$ cat src/rtl/alu_muldiv_if.sv
// alu_muldiv request/result bundle.
// Request and result each use a valid/ready pair; kill aborts.
interface alu_muldiv_if #(
  parameter int XLEN = 32,
  parameter int OP_W = 5
);
  logic            in_valid;
  logic            in_ready;
  logic [XLEN-1:0] A_alu;
  logic [XLEN-1:0] B_alu;
  logic [OP_W-1:0] control_alu;
  logic            kill;
  logic            out_valid;
  logic            out_ready;
  logic [XLEN-1:0] result_alu;
  logic            zero_alu;
  logic            busy;

  modport master (
    output in_valid,
    output A_alu,
    output B_alu,
    output control_alu,
    output kill,
    output out_ready,
    input  in_ready,
    input  out_valid,
    input  result_alu,
    input  zero_alu,
    input  busy
  );

  modport slave (
    input  in_valid,
    input  A_alu,
    input  B_alu,
    input  control_alu,
    input  kill,
    input  out_ready,
    output in_ready,
    output out_valid,
    output result_alu,
    output zero_alu,
    output busy
  );
endinterface

$ cat src/rtl/alu_muldiv.sv
// Integer ALU with iterative multiply and restoring divide.
// Single-cycle ops finish in one cycle; MUL*/DIV* take XLEN.
module alu_muldiv #(
  parameter int XLEN = 32,
  parameter int OP_W = 5
) (
  input logic         clk,
  input logic         rst_n,
  alu_muldiv_if.slave bus
);
  localparam int SH_W  = $clog2(XLEN);
  localparam int CNT_W = $clog2(XLEN);
  localparam logic [CNT_W-1:0] CNT_LAST = CNT_W'(XLEN - 1);
  localparam logic [XLEN-1:0]  SMIN =
    {1'b1, {(XLEN-1){1'b0}}};

  localparam logic [OP_W-1:0] OP_ADD    = OP_W'(0);
  localparam logic [OP_W-1:0] OP_SUB    = OP_W'(1);
  localparam logic [OP_W-1:0] OP_AND    = OP_W'(2);
  localparam logic [OP_W-1:0] OP_OR     = OP_W'(3);
  localparam logic [OP_W-1:0] OP_XOR    = OP_W'(4);
  localparam logic [OP_W-1:0] OP_SLL    = OP_W'(5);
  localparam logic [OP_W-1:0] OP_SRL    = OP_W'(6);
  localparam logic [OP_W-1:0] OP_SRA    = OP_W'(7);
  localparam logic [OP_W-1:0] OP_SLT    = OP_W'(8);
  localparam logic [OP_W-1:0] OP_SLTU   = OP_W'(9);
  localparam logic [OP_W-1:0] OP_MUL    = OP_W'(16);
  localparam logic [OP_W-1:0] OP_MULH   = OP_W'(17);
  localparam logic [OP_W-1:0] OP_MULHSU = OP_W'(18);
  localparam logic [OP_W-1:0] OP_MULHU  = OP_W'(19);
  localparam logic [OP_W-1:0] OP_DIV    = OP_W'(20);
  localparam logic [OP_W-1:0] OP_DIVU   = OP_W'(21);
  localparam logic [OP_W-1:0] OP_REM    = OP_W'(22);
  localparam logic [OP_W-1:0] OP_REMU   = OP_W'(23);

  typedef enum logic [1:0] {
    S_IDLE,
    S_MUL,
    S_DIV,
    S_DONE
  } state_t;

  state_t r_state;
  state_t w_next;

  logic [OP_W-1:0]   r_op;
  logic [2*XLEN-1:0] r_acc;
  logic [XLEN-1:0]   r_opnd;
  logic [XLEN-1:0]   r_result;
  logic [CNT_W-1:0]  r_cnt;
  logic              r_neg_a;
  logic              r_neg_b;

  logic [XLEN-1:0] w_a;
  logic [XLEN-1:0] w_b;
  logic [OP_W-1:0] w_op;
  logic [SH_W-1:0] w_shamt;
  logic            w_fire;
  logic            w_is_mul;
  logic            w_is_div;
  logic            w_na;
  logic            w_nb;
  logic [XLEN-1:0] w_mag_a;
  logic [XLEN-1:0] w_mag_b;
  logic            w_dz;
  logic            w_ovf;
  logic            w_iter;
  logic [XLEN-1:0] w_quick;

  assign w_a     = bus.A_alu;
  assign w_b     = bus.B_alu;
  assign w_op    = bus.control_alu;
  assign w_shamt = w_b[SH_W-1:0];
  assign w_fire  = bus.in_valid & ~bus.kill &
                   (r_state == S_IDLE);

  assign w_is_mul = w_op inside
    {OP_MUL, OP_MULH, OP_MULHSU, OP_MULHU};
  assign w_is_div = w_op inside
    {OP_DIV, OP_DIVU, OP_REM, OP_REMU};

  // Only operands treated as signed contribute a sign.
  assign w_na = w_a[XLEN-1] & (w_op inside
    {OP_MUL, OP_MULH, OP_MULHSU, OP_DIV, OP_REM});
  assign w_nb = w_b[XLEN-1] & (w_op inside
    {OP_MUL, OP_MULH, OP_DIV, OP_REM});

  assign w_mag_a = w_na ? -w_a : w_a;
  assign w_mag_b = w_nb ? -w_b : w_b;
  assign w_dz    = (w_b == '0);
  assign w_ovf   = (w_op == OP_DIV || w_op == OP_REM) &&
                   (w_a == SMIN) && (w_b == '1);
  assign w_iter  = w_is_mul | (w_is_div & ~w_dz & ~w_ovf);

  always_comb begin
    w_quick = '0;
    case (w_op)
      OP_ADD:  w_quick = w_a + w_b;
      OP_SUB:  w_quick = w_a - w_b;
      OP_AND:  w_quick = w_a & w_b;
      OP_OR:   w_quick = w_a | w_b;
      OP_XOR:  w_quick = w_a ^ w_b;
      OP_SLL:  w_quick = w_a << w_shamt;
      OP_SRL:  w_quick = w_a >> w_shamt;
      OP_SRA:  w_quick = $signed(w_a) >>> w_shamt;
      OP_SLT:  w_quick = {{(XLEN-1){1'b0}},
                          $signed(w_a) < $signed(w_b)};
      OP_SLTU: w_quick = {{(XLEN-1){1'b0}}, w_a < w_b};
      // Divide bypasses; the overflow case returns A for DIV.
      OP_DIV:  w_quick = w_dz ? '1 : w_a;
      OP_DIVU: w_quick = '1;
      OP_REM:  w_quick = w_dz ? w_a : '0;
      OP_REMU: w_quick = w_a;
      default: w_quick = '0;
    endcase
  end

  logic [XLEN:0]     w_sum;
  logic [2*XLEN-1:0] w_mul_nxt;
  logic [XLEN:0]     w_trial;
  logic [XLEN:0]     w_diff;
  logic [2*XLEN-1:0] w_div_nxt;
  logic [2*XLEN-1:0] w_prod;
  logic [XLEN-1:0]   w_mul_res;
  logic [XLEN-1:0]   w_quo;
  logic [XLEN-1:0]   w_rem;
  logic [XLEN-1:0]   w_div_res;

  // r_acc: {partial product, multiplier} or {remainder, quotient}.
  assign w_sum = {1'b0, r_acc[2*XLEN-1:XLEN]} +
                 (r_acc[0] ? {1'b0, r_opnd} : '0);
  assign w_mul_nxt = {w_sum, r_acc[XLEN-1:1]};

  // Borrow out of the trial subtract means "does not fit".
  assign w_trial = {r_acc[2*XLEN-1:XLEN], r_acc[XLEN-1]};
  assign w_diff  = w_trial - {1'b0, r_opnd};
  assign w_div_nxt = {
    w_diff[XLEN] ? w_trial[XLEN-1:0] : w_diff[XLEN-1:0],
    r_acc[XLEN-2:0],
    ~w_diff[XLEN]
  };

  assign w_prod = (r_neg_a ^ r_neg_b) ? -w_mul_nxt
                                      : w_mul_nxt;
  assign w_mul_res = (r_op == OP_MUL) ? w_prod[XLEN-1:0]
                                      : w_prod[2*XLEN-1:XLEN];

  assign w_quo = w_div_nxt[XLEN-1:0];
  assign w_rem = w_div_nxt[2*XLEN-1:XLEN];
  assign w_div_res =
    (r_op == OP_DIV || r_op == OP_DIVU)
      ? ((r_neg_a ^ r_neg_b) ? -w_quo : w_quo)
      : (r_neg_a ? -w_rem : w_rem);

  always_ff @(posedge clk) begin
    if (!rst_n) r_state <= S_IDLE;
    else        r_state <= w_next;
  end

  always_comb begin
    w_next         = r_state;
    bus.in_ready   = 1'b0;
    bus.busy       = 1'b0;
    bus.out_valid  = 1'b0;
    bus.result_alu = r_result;
    bus.zero_alu   = 1'b0;
    case (r_state)
      S_IDLE: begin
        bus.in_ready = 1'b1;
        if (w_fire) begin
          if (w_is_mul)    w_next = S_MUL;
          else if (w_iter) w_next = S_DIV;
          else             w_next = S_DONE;
        end
      end
      S_MUL, S_DIV: begin
        bus.busy = 1'b1;
        if (bus.kill)                w_next = S_IDLE;
        else if (r_cnt == CNT_LAST)  w_next = S_DONE;
      end
      S_DONE: begin
        bus.out_valid = 1'b1;
        bus.zero_alu  = (r_result == '0);
        if (bus.kill || bus.out_ready) w_next = S_IDLE;
      end
      default: w_next = S_IDLE;
    endcase
  end

  always_ff @(posedge clk) begin
    if (!rst_n) begin
      r_op     <= '0;
      r_acc    <= '0;
      r_opnd   <= '0;
      r_result <= '0;
      r_cnt    <= '0;
      r_neg_a  <= 1'b0;
      r_neg_b  <= 1'b0;
    end else begin
      case (r_state)
        S_IDLE: begin
          if (w_fire) begin
            r_op    <= w_op;
            r_neg_a <= w_na;
            r_neg_b <= w_nb;
            r_cnt   <= '0;
            if (w_is_mul) begin
              r_acc  <= {{XLEN{1'b0}}, w_mag_b};
              r_opnd <= w_mag_a;
            end else begin
              r_acc  <= {{XLEN{1'b0}}, w_mag_a};
              r_opnd <= w_mag_b;
            end
            if (!w_iter) r_result <= w_quick;
          end
        end
        S_MUL, S_DIV: begin
          if (bus.kill) begin
            r_cnt <= '0;
          end else begin
            r_acc <= (r_state == S_MUL) ? w_mul_nxt
                                        : w_div_nxt;
            if (r_cnt == CNT_LAST) begin
              r_cnt    <= '0;
              r_result <= (r_state == S_MUL) ? w_mul_res
                                             : w_div_res;
            end else begin
              r_cnt <= r_cnt + CNT_W'(1);
            end
          end
        end
        default: ;
      endcase
    end
  end
endmodule

$ cat src/flat_wrapper.sv
// flat-port wrapper written by rule: the top's interface ports become plain ports
module alu_muldiv_flat 
#(
  parameter int XLEN = 32,
  parameter int OP_W = 5
)
  (clk, rst_n, bus_in_valid, bus_A_alu, bus_B_alu, bus_control_alu, bus_kill, bus_out_ready, bus_in_ready, bus_out_valid, bus_result_alu, bus_zero_alu, bus_busy);
  alu_muldiv_if #(.XLEN(XLEN), .OP_W(OP_W)) bus_i ();
  input logic clk;
  input logic rst_n;
  input wire logic [$bits(bus_i.in_valid)-1:0] bus_in_valid;
  input wire logic [$bits(bus_i.A_alu)-1:0] bus_A_alu;
  input wire logic [$bits(bus_i.B_alu)-1:0] bus_B_alu;
  input wire logic [$bits(bus_i.control_alu)-1:0] bus_control_alu;
  input wire logic [$bits(bus_i.kill)-1:0] bus_kill;
  input wire logic [$bits(bus_i.out_ready)-1:0] bus_out_ready;
  output wire logic [$bits(bus_i.in_ready)-1:0] bus_in_ready;
  output wire logic [$bits(bus_i.out_valid)-1:0] bus_out_valid;
  output wire logic [$bits(bus_i.result_alu)-1:0] bus_result_alu;
  output wire logic [$bits(bus_i.zero_alu)-1:0] bus_zero_alu;
  output wire logic [$bits(bus_i.busy)-1:0] bus_busy;
  assign bus_i.in_valid = bus_in_valid;
  assign bus_i.A_alu = bus_A_alu;
  assign bus_i.B_alu = bus_B_alu;
  assign bus_i.control_alu = bus_control_alu;
  assign bus_i.kill = bus_kill;
  assign bus_i.out_ready = bus_out_ready;
  assign bus_in_ready = bus_i.in_ready;
  assign bus_out_valid = bus_i.out_valid;
  assign bus_result_alu = bus_i.result_alu;
  assign bus_zero_alu = bus_i.zero_alu;
  assign bus_busy = bus_i.busy;
  alu_muldiv #(.XLEN(XLEN), .OP_W(OP_W)) u_core (.clk(clk), .rst_n(rst_n), .bus(bus_i));
endmodule
$ cat config.mk
export PLATFORM = sky130hd
export DESIGN_NAME = alu_muldiv_flat
export DESIGN_NICKNAME = d
export VERILOG_FILES = /design/src/rtl/alu_muldiv_if.sv /design/src/rtl/alu_muldiv.sv /design/src/flat_wrapper.sv
export SDC_FILE = /design/constraint.sdc
export NUM_CORES = 1
export LEC_CHECK = 0
export ABC_AREA = 1
export BUFFER_PORTS_ARGS = -buffer_cell sky130_fd_sc_hd__buf_2
export CORE_MARGIN = 1
export CORE_UTILIZATION = 35
export DETAILED_ROUTE_END_ITERATION = 8
export GPL_TIMING_DRIVEN = 0
export HOLD_SLACK_MARGIN = 0.15
export PLACE_DENSITY_LB_ADDON = 0.05
export RECOVER_POWER = 25
export SYNTH_ARGS = -nofsm -noshare
export SYNTH_HDL_FRONTEND = slang
export SYNTH_SLANG_ARGS = --single-unit
export TNS_END_PERCENT = 20
$ cat constraint.sdc
create_clock -name clk -period 8 [get_ports clk]
set_input_delay 0.4 -clock clk [delete_from_list [all_inputs] [get_ports clk]]
set_output_delay 0.4 -clock clk [all_outputs]
set_load 0.03 [all_outputs]
# After elaboration in Yosys (flattened, before gate mapping)
# Index checks and enable logic that the tools add are counted.
# totals
memories,0
mem_bits_ro,0
latch_bits,0
ramBits,0
out_inout_bits,36
input_bits,74
reg_bits,142
elab_cells,129
# op_classes
n_bitwise,15
n_eq_ne,32
order_cmp,2
div_mod_pow,0
n_mux,39
multipliers,0
add_sub_neg,10
n_reduce_logical,20
n_shift,3
# ops
cell,n
32-bit 2-to-1 mux,17
32-bit one-hot mux with 14 select lines,1
64-bit 2-to-1 mux,4
32-bit negator,4
64-bit one-hot mux with 2 select lines,1
"32-bit equality test, second input constant",2
32-bit zero test,2
32-bit < comparator,2
64-bit negator,1
32-bit one-hot mux with 2 select lines,1
"5-bit equality test, second input constant",12
32-bit by 33-bit adder with 33-bit output,1
33-bit by 32-bit subtractor with 33-bit output,1
32-bit adder,1
32-bit bitwise AND,1
32-bit bitwise OR,1
32-bit by 5-bit << shifter with 32-bit output,1
32-bit by 5-bit right shift with 32-bit output,1
32-bit by 5-bit >>> shifter with 32-bit output,1
32-bit subtractor,1
32-bit bitwise XOR,1
"5-bit by 3-bit equality test with 1-bit output, second input constant",4
5-bit 2-to-1 mux,3
4-bit nonzero test,3
other kinds (27),54

# Logic depth before layout (Yosys ltp)
# depth
depth_word,11
ltp_mapped,30
mapped_depth_nobuf,29

# Worst setup path after synthesis
# Ideal clock, no wire load.
# synth_path
path_kind,register to register
startpoint,reg u_core.r_acc[31]
endpoint,"reg u_core.r_result[6], in the netlist u_core.bus.result_alu[6]"
synth_period_minus_slack_ps,3506
t_arrival_ps,3437
path_buffers,2
required_time_ps,7930
stages_incl_launch_ff,24
slack_ps,4494
setup_ps,70
cell_sequence,dfxtp_1 > inv_1 > ha_1 > inv_1 > fa_1 > nand3_1 > nand3_2 > nand2_2 > nand2_2 > nand2_1 > nand2_2 > nand2_4 > nand2_2 > nand2_2 > nand2_4 > buf_4 > ha_1 > nor2_1 > inv_1 > clkbuf_1 > a2111o_1 > nand3_1 > nand3_1 > a21oi_1
# synth_between
elab_chain_len,9
# synth_rtl
element,line_no,source
start: declaration,alu_muldiv.sv:47,logic [2*XLEN-1:0] r_acc;
start signal: assignment,alu_muldiv.sv:208,"r_acc <= {{XLEN{1'b0}}, w_mag_b};"
start signal: assignment,alu_muldiv.sv:211,"r_acc <= {{XLEN{1'b0}}, w_mag_a};"
start signal: assignment,alu_muldiv.sv:221,r_acc <= (r_state == S_MUL) ? w_mul_nxt
33-bit by 32-bit subtractor with 33-bit output,alu_muldiv.sv:136,"assign w_diff = w_trial - {1'b0, r_opnd};"
32-bit 2-to-1 mux / 1-bit NOT (equally long branches),"alu_muldiv.sv:138, alu_muldiv.sv:140",
32-bit negator (on tied branches),"alu_muldiv.sv:153, alu_muldiv.sv:152",
32-bit 2-to-1 mux (on tied branches),"alu_muldiv.sv:153, alu_muldiv.sv:152",
32-bit 2-to-1 mux,alu_muldiv.sv:152,? ((r_neg_a ^ r_neg_b) ? -w_quo : w_quo)
32-bit 2-to-1 mux (*),alu_muldiv.sv:225,r_result <= (r_state == S_MUL) ? w_mul_res
32-bit 2-to-1 mux (*),alu_muldiv.sv:223,if (r_cnt == CNT_LAST) begin
32-bit 2-to-1 mux (*),alu_muldiv.sv:218,if (bus.kill) begin
32-bit one-hot mux with 2 select lines (*),alu_muldiv.sv:200,case (r_state)
end signal: assignment,alu_muldiv.sv:214,if (!w_iter) r_result <= w_quick;
end signal: assignment,alu_muldiv.sv:225,
end: declaration,alu_muldiv.sv:49,logic [XLEN-1:0] r_result;
# Mark *: on every way between the ends. The rest lies on a longest branch, timed or not. The select of a mux whose other input is x is not followed.
# A chain may end at the register's enable or synchronous reset.

# Worst setup path in the final report
# layout_path
startpoint,in bus_B_alu[1]
endpoint,"reg u_core.r_result[17], in the netlist u_core.bus.result_alu[17]"
# layout_between
elab_chain_len,7
# layout_rtl
element,line_no,source
start: declaration,flat_wrapper.sv:13,input wire logic [$bits(bus_i.B_alu)-1:0] bus_B_alu;
branches (longest 7 deep; another with 32-bit subtractor),--,
# Several ways; the timed one is not identified. The select of a mux whose other input is x is not followed.

==> results_dict.tcl <==
set metrics [dict create \
    synth_area_per_cell_um2 5.38 \
    muxShareOfSynthArea_pct 0.405 \
    synth_area_leaders "nand2_1 (19%), dfxtp_1 (10%), a21oi_1 (9.4%), inv_1 (8.5%), o21ai_0 (8.4%)" \
    ios 110 \
    worstSetupEndpointType "register" \
    setup-violations-final 0 \
    timing.final.crit_share_pct 80.0 \
    grt_pass1_vias 34200 \
    cts_setup_buffers 0 \
    maxSlewHeadroom_pct -22.4 \
    gp_congestion 1.08 \
    synth_top_cell_area_share_pct 18.9 \
    rsz0062_at_grt "no" \
    skew_ns 0.0143 \
    cp.required_ns 8.36 \
    wl_per_cell_um 29.0 \
    crit_chain "buf_2 > clkbuf_1 > inv_1 > clkbuf_1 > clkbuf_1 > buf_2 > ha_1 > nand3_1 > nand3_1 > inv_1 > o21ai_0 > a21oi_1 > o21ai_0 > nand3_1 > nand2_1 > nand2_1 > nand3_1 > nand4_1 > a21oi_1 > a21oi_1" \
    syn_inst 5059 \
    violations "max-capacitance violations, max-slew violations" \
    grt_max_degree 17 \
    yosys.area.top_type "nand2_1" \
    yosys.cell_count.top_type "nand2_1" \
    rows 101 \
    first_pass_iters 7 \
    yosys.area_share.simple_pct 38.1 \
    worst_setup_path_start_kind "input pin" \
    final.setup.tns_ns 0 \
    cts-root-buf "clkbuf_16" \
    status "complete, but fails checks" \
    synthXorXnorAreaFrac_pct 2.93 \
    drtIter0Drc 4942 \
    syn-num-nets 5309 \
    holdCritPathClass "in -> reg" \
    netlist_area_mm2 0.0272 \
    grt_pass1_wl_um 251000 \
    reg2reg_slack_ns 2.56 \
    insertion_delay_ns 0.47 \
    path_common_cell "nand3_1" \
    post_drt_via_cell_ratio 6.03 \
    slew_viol_final 12 \
    ys_seq_elements 142 \
    critPathArrivalTime_ns 6.76 \
    synth-edff-count 0 \
    die_y_um 281 \
    overflow 0 \
    max_freq_ghz 0.156 \
    hold_buffers 0 \
    core_mm2 0.0765 \
    track_usage_pct 44.7 \
    nets 5438 \
    critPathMaxFanout 13 \
    synthDistinctLibCells 65 \
    die_area_mm2 0.0789 \
    crit_slowest_cell "o21ai_0" \
    hpwl_um 151000 \
    cts_tree "built" \
    wl_um 181000 \
    dominantRegCellSynth "dfxtp_1" \
    finalCriticalPeriod_ns 6.40 \
    synthAdderAreaFrac_pct 8.20 \
    cts_buffers 17 \
    ant_nets 0 \
    cts_buffer_depth 2 \
    synth-async-reset-ratio_pct 0 \
    slowest_delay_ns 0.89 \
    grt_antenna_before_repair 4 \
    worstSetupPathType "in -> reg" \
    synth-warning-count 0 \
    max_cap_violations 2 \
    worst_slew_pin_slew_ns 1.81 \
    start_util_pct 35.6 \
    drc 0 \
    hold_viol 0 \
    synth_top_family_by_area "simple AND/OR/NAND/NOR gates" \
    via_count 37600 \
    area_growth_pct 8.66 \
    cts.reportedPaths.clkPinSlew_ns 0.07 \
    htree_num_levels 4 \
    fp.dieW_um 281 \
    synth_common_cells "nand2_1 (1,368), inv_1 (613), a21oi_1 (511)" \
    seq_area_frac_synth_pct 10.4 \
    ctsResizeCount 0 \
    drive_gt1_share_pct 4.94 \
    port_buffers 108 \
    clock-sinks 142 \
    synth_compound_area_share_pct 27.3 \
]
-- layer usage --
metal | vias to the layer above | track usage (%) | part of all wire, %
met2 | 2297 | 70.3 | 43
met5 | - | 0 | 0.016
li1 | 17200 | - | -
met4 | 4 | 38.2 | 10
met1 | 17500 | 52.8 | 38
met3 | 628 | 7.60 | 8.9
-- through the flow --
stage / setup slack, ns / hold slack [ns] / std cells / util [%] / cell area (um^2)
2_1_floorplan: 4.49 / 0.444 / 5059 / - / 27200
3_3_place_gp: 1.49 / 0.460 / 6197 / 38.0 / 29000
3_5_place_dp: 1.63 / 0.465 / 6199 / 38.0 / 29100
4_1_cts: 2.13 / 0.300 / 6231 / 38.7 / 29600
5_1_grt: 1.70 / 0.344 / 6231 / 38.7 / 29600
6_report: 1.60 / 0.330 / 6234 / 38.7 / 29600
-- worst paths after layout --
check	start	end	cells past startpoint
setup reg to reg	u_core.r_state[0]	u_core.r_acc[28]	13
setup / recovery	bus_B_alu[1]	u_core.bus.result_alu[17]	20
hold reg to reg	u_core.r_cnt[4]	u_core.r_cnt[4]	2
hold / removal	bus_kill	u_core.r_cnt[4]	4
-- registers in the layout, summed over array words and instances (netlist names) --
signal	cells
u_core.bus.result_alu	32
u_core.r_acc	64
u_core.r_cnt	5
u_core.r_neg_a	1
u_core.r_neg_b	1
u_core.r_op	5
u_core.r_opnd	32
u_core.r_state	2
-- placed cells by master (no fill, tap or decap), drive strengths merged, types with 78 or more instances in the layout --
cell / instances
inv: 641
o211ai: 119
nor3: 96
xor2: 78
ha: 172
a21oi: 516
nand3: 295
nand2: 1404
nor2: 473
buf: 132
o21ai: 477
clkbuf: 248
dfxtp: 142
-- logic make-up after synthesis --
group / Yosys count
mux: 11
xor+xnor: 91
fa+ha+maj: 176
compound gates: 1318
buf+inv: 892
simple gates: 2429
flops: 142
-- cell type report --
class	count	area [um^2]
multi-input combinational	4025	20900
inverter	640	2400
tap	1030	1290
fill	8988	46900
antenna	3	7.51
clock buffer	18	439
sequential	142	2840
clock inverter	14	120
timing repair buffer	110	505
buffer	252	1030
-- worst max-delay path: cells and delay by family --
| family | cells | cell delay (ns) |
|---|---|---|
| simple gates | 7 | 1.22 |
| buf+inv | 7 | 2.63 |
| fa+ha+maj | 1 | 0.25 |
| compound gates | 5 | 2.21 |
Power is not shown: default switching activity piles up to over one toggle a cycle in this logic, so the estimate is an artifact.
